==> src/rtl/mem_stage.sv <==
// Memory stage: latches the execute bundle, runs loads/stores over a
// ready/ack data port and drives the registered MEM/WB bundle.
module mem_stage #(
    parameter int TIMEOUT = 16
) (
    input  logic        clk,
    input  logic        rst,
    input  logic        valid_in,
    input  logic        mwreg_in,
    input  logic        mm2reg_in,
    input  logic        mwmem_in,
    input  logic [4:0]  mrd_in,
    input  logic [31:0] mqb_in,
    input  logic [31:0] malu_in,
    output logic        stall,
    output logic        dmem_req,
    output logic        dmem_we,
    output logic [31:0] dmem_addr,
    output logic [31:0] dmem_wdata,
    input  logic [31:0] dmem_rdata,
    input  logic        dmem_ack,
    output logic        wvalid,
    output logic        wwreg,
    output logic        wm2reg,
    output logic [4:0]  wrd,
    output logic [31:0] walu,
    output logic [31:0] wmdo,
    output logic        align_err,
    output logic        bus_err
);

    typedef struct packed {
        logic        valid;
        logic        wreg;
        logic        m2reg;
        logic        wmem;
        logic [4:0]  rd;
        logic [31:0] qb;
        logic [31:0] alu;
    } lat_t;

    typedef enum logic {S_RUN, S_WAIT} state_t;

    localparam logic [7:0] CNT_LAST = 8'(TIMEOUT - 1);

    lat_t       lat;
    state_t     state;
    state_t     state_n;
    logic [7:0] cnt;
    logic [7:0] cnt_n;
    logic       memop;
    logic       aligned;
    logic       abort;

    assign memop   = lat.valid & (lat.m2reg | lat.wmem);
    assign aligned = (lat.alu[1:0] == 2'b00);
    assign abort   = (state == S_WAIT) & (cnt == CNT_LAST) & ~dmem_ack;

    assign dmem_req   = memop & aligned & ~abort;
    assign stall      = memop & aligned & ~dmem_ack & ~abort;
    assign dmem_we    = lat.wmem;
    assign dmem_addr  = lat.alu;
    assign dmem_wdata = lat.qb;

    // EXE/MEM latch: frozen while an access is outstanding
    always_ff @(posedge clk) begin
        if (rst) begin
            lat <= '0;
        end else if (!stall) begin
            lat <= {valid_in, mwreg_in, mm2reg_in, mwmem_in,
                    mrd_in, mqb_in, malu_in};
        end
    end

    // Access FSM state and wait counter
    always_ff @(posedge clk) begin
        if (rst) begin
            state <= S_RUN;
            cnt   <= 8'd0;
        end else begin
            state <= state_n;
            cnt   <= cnt_n;
        end
    end

    // Next state: enter WAIT on an unacked request, leave on ack or abort
    always_comb begin
        state_n = state;
        cnt_n   = cnt;
        case (state)
            S_RUN: begin
                if (dmem_req && !dmem_ack) begin
                    state_n = S_WAIT;
                    cnt_n   = 8'd1;
                end
            end
            S_WAIT: begin
                if (dmem_ack || abort) begin
                    state_n = S_RUN;
                    cnt_n   = 8'd0;
                end else begin
                    cnt_n = cnt + 8'd1;
                end
            end
            default: begin
                state_n = S_RUN;
                cnt_n   = 8'd0;
            end
        endcase
    end

    // MEM/WB register: retire, squash or bubble, plus error pulses
    always_ff @(posedge clk) begin
        if (rst) begin
            wvalid    <= 1'b0;
            wwreg     <= 1'b0;
            wm2reg    <= 1'b0;
            wrd       <= 5'd0;
            walu      <= 32'd0;
            wmdo      <= 32'd0;
            align_err <= 1'b0;
            bus_err   <= 1'b0;
        end else begin
            wvalid    <= 1'b0;
            wwreg     <= 1'b0;
            wm2reg    <= 1'b0;
            wrd       <= 5'd0;
            walu      <= 32'd0;
            wmdo      <= 32'd0;
            align_err <= 1'b0;
            bus_err   <= 1'b0;
            if (!stall) begin
                if (memop && !aligned) begin
                    align_err <= 1'b1;
                end else if (abort) begin
                    bus_err <= 1'b1;
                end else if (lat.valid) begin
                    wvalid <= 1'b1;
                    wwreg  <= lat.wreg;
                    wm2reg <= lat.m2reg;
                    wrd    <= lat.rd;
                    walu   <= lat.alu;
                    wmdo   <= lat.m2reg ? dmem_rdata : 32'd0;
                end
            end
        end
    end

endmodule

==> config.mk <==
export PLATFORM = sky130hd
export DESIGN_NAME = mem_stage
export DESIGN_NICKNAME = d
export VERILOG_FILES = /design/src/rtl/mem_stage.sv
export SDC_FILE = /design/constraint.sdc
export NUM_CORES = 1
export LEC_CHECK = 0
export CAP_MARGIN = 0
export CORE_ASPECT_RATIO = 2
export CORE_MARGIN = 4
export CORE_UTILIZATION = 38
export DETAILED_ROUTE_END_ITERATION = 7
export GPL_TIMING_DRIVEN = 1
export PLACE_DENSITY_LB_ADDON = 0.1
export REMOVE_ABC_BUFFERS = 1
export SYNTH_ARGS = -nofsm -noshare
export SYNTH_HDL_FRONTEND = slang
export SYNTH_SLANG_ARGS = --single-unit
==> constraint.sdc <==
create_clock -name clk -period 1.8 [get_ports clk]
set_input_delay 0.27 -clock clk [delete_from_list [all_inputs] [get_ports clk]]
set_output_delay 0.27 -clock clk [all_outputs]
set_load 0.1 [all_outputs]
# Word-level counts from Yosys, hierarchy flattened

Index checks and enable logic that the tools add are counted.

Bits of input ports: 108
Word-level logic and storage cells: 53
Bits in registers: 156
Output and inout port bits: 141

Multiplexer cells: 9
Reductions and logical operators: 11
$add $sub $neg: 1
Equal/unequal tests: 2
Bitwise logic cells: 13

Operators by type and width:

| cell                                                            | number |
|---|---|
| 8-bit two-way mux                                               | 2 |
| 8-bit one-hot mux with 2 select lines                           | 1 |
| 8-bit by 1-bit adder with 8-bit output, second input constant   | 1 |
| 8-bit by 4-bit == test with 1-bit output, second input constant | 1 |
| 1-bit bitwise AND                                               | 7 |
| 6-bit OR reduction                                              | 1 |
| 1-bit two-way mux                                               | 5 |
| 1-bit inverter                                                  | 5 |
| 5-bit OR reduction                                              | 1 |
| 4-bit OR reduction                                              | 1 |
| 3-bit OR reduction                                              | 1 |
| 1-bit logical AND                                               | 2 |
| 1-bit zero test                                                 | 2 |
| 2-bit zero test                                                 | 1 |
| 2-bit inequality test, second input constant                    | 1 |
| 1-bit one-hot mux with 2 select lines                           | 1 |
| 2-bit OR reduction                                              | 1 |
| 1-bit logical OR                                                | 1 |
| 1-bit bitwise OR                                                | 1 |

# Depth between registers and ports, before layout

Word-level depth: 8
Mapped depth: 7
Mapped depth without buffers: 5

# Worst setup path after synthesis

Ideal clock, no wire load.

Kind: reg2out
From: register lat (netlist bit dmem_we)
To: output port dmem_req
Buffers on the path: 0
Arrival: 2.793 ns
Slack: -1.263 ns
Stages on the path, launching flop included: 4
Path through: dfxtp_1 o21a_1 nand2_1 a21oi_1

Word-level cells in the longest chain between the ends: 4

Ends and longest elaborated chain:

| item                            | line | source |
|---|---|---|
| start: declaration              | 46   | `lat_t lat;` |
| start signal: assignment        | 70   | `lat <= {valid_in, mwreg_in, mm2reg_in, mwmem_in,` |
| 1-bit bitwise OR                | 55   | `assign memop = lat.valid & (lat.m2reg \| lat.wmem);` |
| 1-bit bitwise AND               | 55   |  |
| 1-bit bitwise AND (2 in series) | 59   | `assign dmem_req = memop & aligned & ~abort;` |
| end: declaration                | 16   | `output logic dmem_req,` |

Every way passes these cells.

# Final worst setup path

From: register cnt[5]
To: output port stall

Word-level cells in the longest chain between the ends: 5

Ends and longest elaborated chain:

| item                                     | line | source |
|---|---|---|
| start: declaration                       | 49   | `logic [7:0] cnt;` |
| start signal: assignment                 | 82   | `cnt <= cnt_n;` |
| 8-bit by 4-bit == test with 1-bit output | 57   | `assign abort = (state == S_WAIT) & (cnt == CNT_LAST) & ~dmem_ack;` |
| 1-bit bitwise AND (2 in series)          | 57   |  |
| 1-bit inverter                           | 60   | `assign stall = memop & aligned & ~dmem_ack & ~abort;` |
| 1-bit bitwise AND                        | 60   |  |
| end: declaration                         | 15   | `output logic stall,` |

Every way passes these cells.

==> results_dict.tcl <==
set metrics [dict create \
    antenna_found_initial 0 \
    synthSimpleGateAreaFrac 0.2066 \
    synth_compound_area_frac 0.1315 \
    ys_ff_latch 156 \
    track_usage 0.1901 \
    clk_latency_ps 430 \
    vias_per_cell 4.977 \
    dieHeight_um 182.9 \
    powerDensity_nw_per_um2 949.6 \
    dieArea_um2 17460 \
    tns_ps -6780 \
    gr-total-overflow 0 \
    synth_cell_type_count 38 \
    period_minus_slack_ps 2026 \
    drive_gt1_frac 0.3030 \
    postSynthCellCount 615 \
    synth_top_family_by_area "simple AND/OR/NAND/NOR gates" \
    worst_slew_pin_slew_ps 584.7 \
    grt_busiest_layer "met2" \
    vias 5176 \
    use_met2 0.3586 \
    dieWidth_um 95.46 \
    core-area_um2 14900 \
    fmax_ghz 0.4935 \
    setup_viol 81 \
    drt-wirelength-per-cell_um 18.73 \
    critPathRequiredTime_ps 1530 \
    nNetsFinal 941 \
    drc_errors 0 \
    ys_warn_count 0 \
    numPortBuffers 248 \
    synthArstFlopShare 0 \
    grt_max_degree 72 \
    cts_sinks 156 \
    finalHoldViolCount 0 \
    ys.flop_type "dfxtp_1" \
    power_leakage_nw 3.757 \
    yosysSeqAreaShare 0.5372 \
    synth_edf_count 0 \
    synth_area_leaders "dfxtp_1 (54%), buf_4 (8.4%), and2_1 (7.5%)" \
    synthAdderAreaFrac 0.002152 \
    status "finished, violations left" \
    synth.top_cell.area_share 0.5372 \
    max-vdd-ir-drop_v 0.0006430 \
    drt_iter0_markers 253 \
    worstRegToRegCells 6 \
    synth.avg_cell_area_um2 9.452 \
    postLayoutCellArea_um2 8987 \
    initial_core_util 0.3902 \
    post-route-util 0.6033 \
    grt_pass1_vias 5182 \
    place_congestion 0.7741 \
    clk_pin_slew_worst_paths_ps 60 \
    crit_path_end_kind "primary output" \
    violations "negative setup slack" \
    muxShareOfSynthArea 0 \
    hold-worst-slack_ps 343.4 \
    slew-limit-headroom 0.6093 \
    critPathMaxFanout 4 \
    io_pins 249 \
    power_mw 8.534 \
    arrival_ps 1760 \
    setup_slack_ps -226.3 \
    fin_skew_ps 16.22 \
    syn2layout_area_growth_pct 54.61 \
    max_cap_violations 0 \
    cts_made_buffers 17 \
    hold_path.class "input port to register" \
    wl_um 19480 \
    synth_xor_area_frac 0.003013 \
    rsz0062_at_grt "yes" \
    grtUsageMet3 0.05870 \
    crit_type "register to primary output" \
    yosys.area.top_type "dfxtp_1" \
    cts_root_buf "clkbuf_16" \
    ant_nets 0 \
    htree_levels 4 \
    rows 63 \
    dp_hpwl_um 12470 \
    antenna_cells 0 \
    use_met1 0.1876 \
    crit_path_start_kind "register" \
    synth_area_um2 5813 \
    postPlaceCellArea_um2 7964 \
    holdPathStages 3 \
    clockBufferDepth 2 \
    grt_first_pass_wirelength_um 25860 \
    final-max-slew-violation-count 0 \
    cts_tree "yes" \
    period_share 1.126 \
    first_pass_iters 6 \
]
## cells in the mapped netlist (all sizes together) (2+ instances only)
cell type,count
a211o,2
a21o,2
a21oi,56
and2,70
and3,2
buf,84
clkbuf,26
dfxtp,156
inv,4
nand2,8
nand2b,20
nand3,58
nand4b,19
nor2,10
nor3b,3
o21ai,74
o22ai,2
or2,3
or3,2
xor2,2
## path summary, 6_finish.rpt
kind                          endpoint                  from  slack [ps]
setup / recovery                 stall   cnt[5]$_SDFFE_PP0P_        -230
setup reg to reg   walu[27]$_SDFF_PP0_   cnt[5]$_SDFFE_PP0P_        -190
hold reg to reg   lat[71]$_SDFFE_PP0N_  lat[71]$_SDFFE_PP0N_         460
hold / removal    lat[72]$_SDFFE_PP0N_                   rst         340
## state kept, by name, indices dropped and copies added (netlist names), 5 cells and up
register / cells
wrd: 5
lat: 8
dmem_addr: 32
walu: 32
wmdo: 32
cnt: 8
dmem_wdata: 32
## metal layers
metal  share of wire  vias up
met2            0.54      223
met3           0.080       36
met4           0.035        0
met5               0        -
li1                -     2469
met1            0.34     2448
## critical path, stage by stage, from the launching register on
cell and delay, ps:
dfxtp_1 310, or4b_4 570, nor2_4 180, nor2_4 100, buf_12 170
## power breakdown
part	leakage, nW	switching, mW	internal [mW]
registers	1.28	0.0760	3.57
clock network	0.260	1.56	1.81
logic	2.22	1.03	0.482
total	3.76	2.67	5.86
## timing repair
action / in CTS / in global routing
hold buffers: 0 / 0
cloned: 0 / 16
pin swaps: 7 / 28
setup endpoints to repair: 110 / 115
resized for setup: 6 / 31
buffers inserted: 2 / 8
## area by class of cell
cell class,instances,area (um2)
multi-input cells,352,2157
fillers,1288,5911
repair buffers,301,2892
inverters,4,15.01
flip-flops and latches,156,3123
clock buffers,17,425.4
clock inverters,15,131.4
well taps,195,244.0
## cell families (layout without fill, tap and decap cells)
kind of cell	after synthesis	after routing
DFF	156	156
buffers and inverters	114	337
adders and majority gates	1	1
and+or+nand+nor	200	202
AOI/OAI and AO/OA	142	147
xor gates and xnor gates	2	2
## cell usage in the layout (no fill, tap or decap), types with 4 or more instances in the layout
master and count:
a21oi_1 54, a21oi_4 5, and2_1 64, and2_4 6, buf_12 17, buf_4 162, buf_6 7, clkbuf_16 24
clkdlybuf4s50_1 106, clkinvlp_4 5, dfxtp_1 156, inv_1 4, inv_8 4, nand2_1 8, nand2b_1 19, nand3_1 57
nand4b_1 19, nor2_1 7, o21ai_0 47, o21ai_1 26
## stage by stage
step	setup WS [ps]	instances
after detailed placement	-136.6	983
after floorplan	-2726	505
final	-226.3	1040
after CTS	-228.1	1016
after global placement	-81.06	983
after global routing	-255.2	1040
Note: power is estimated with default switching activity, not from simulation.
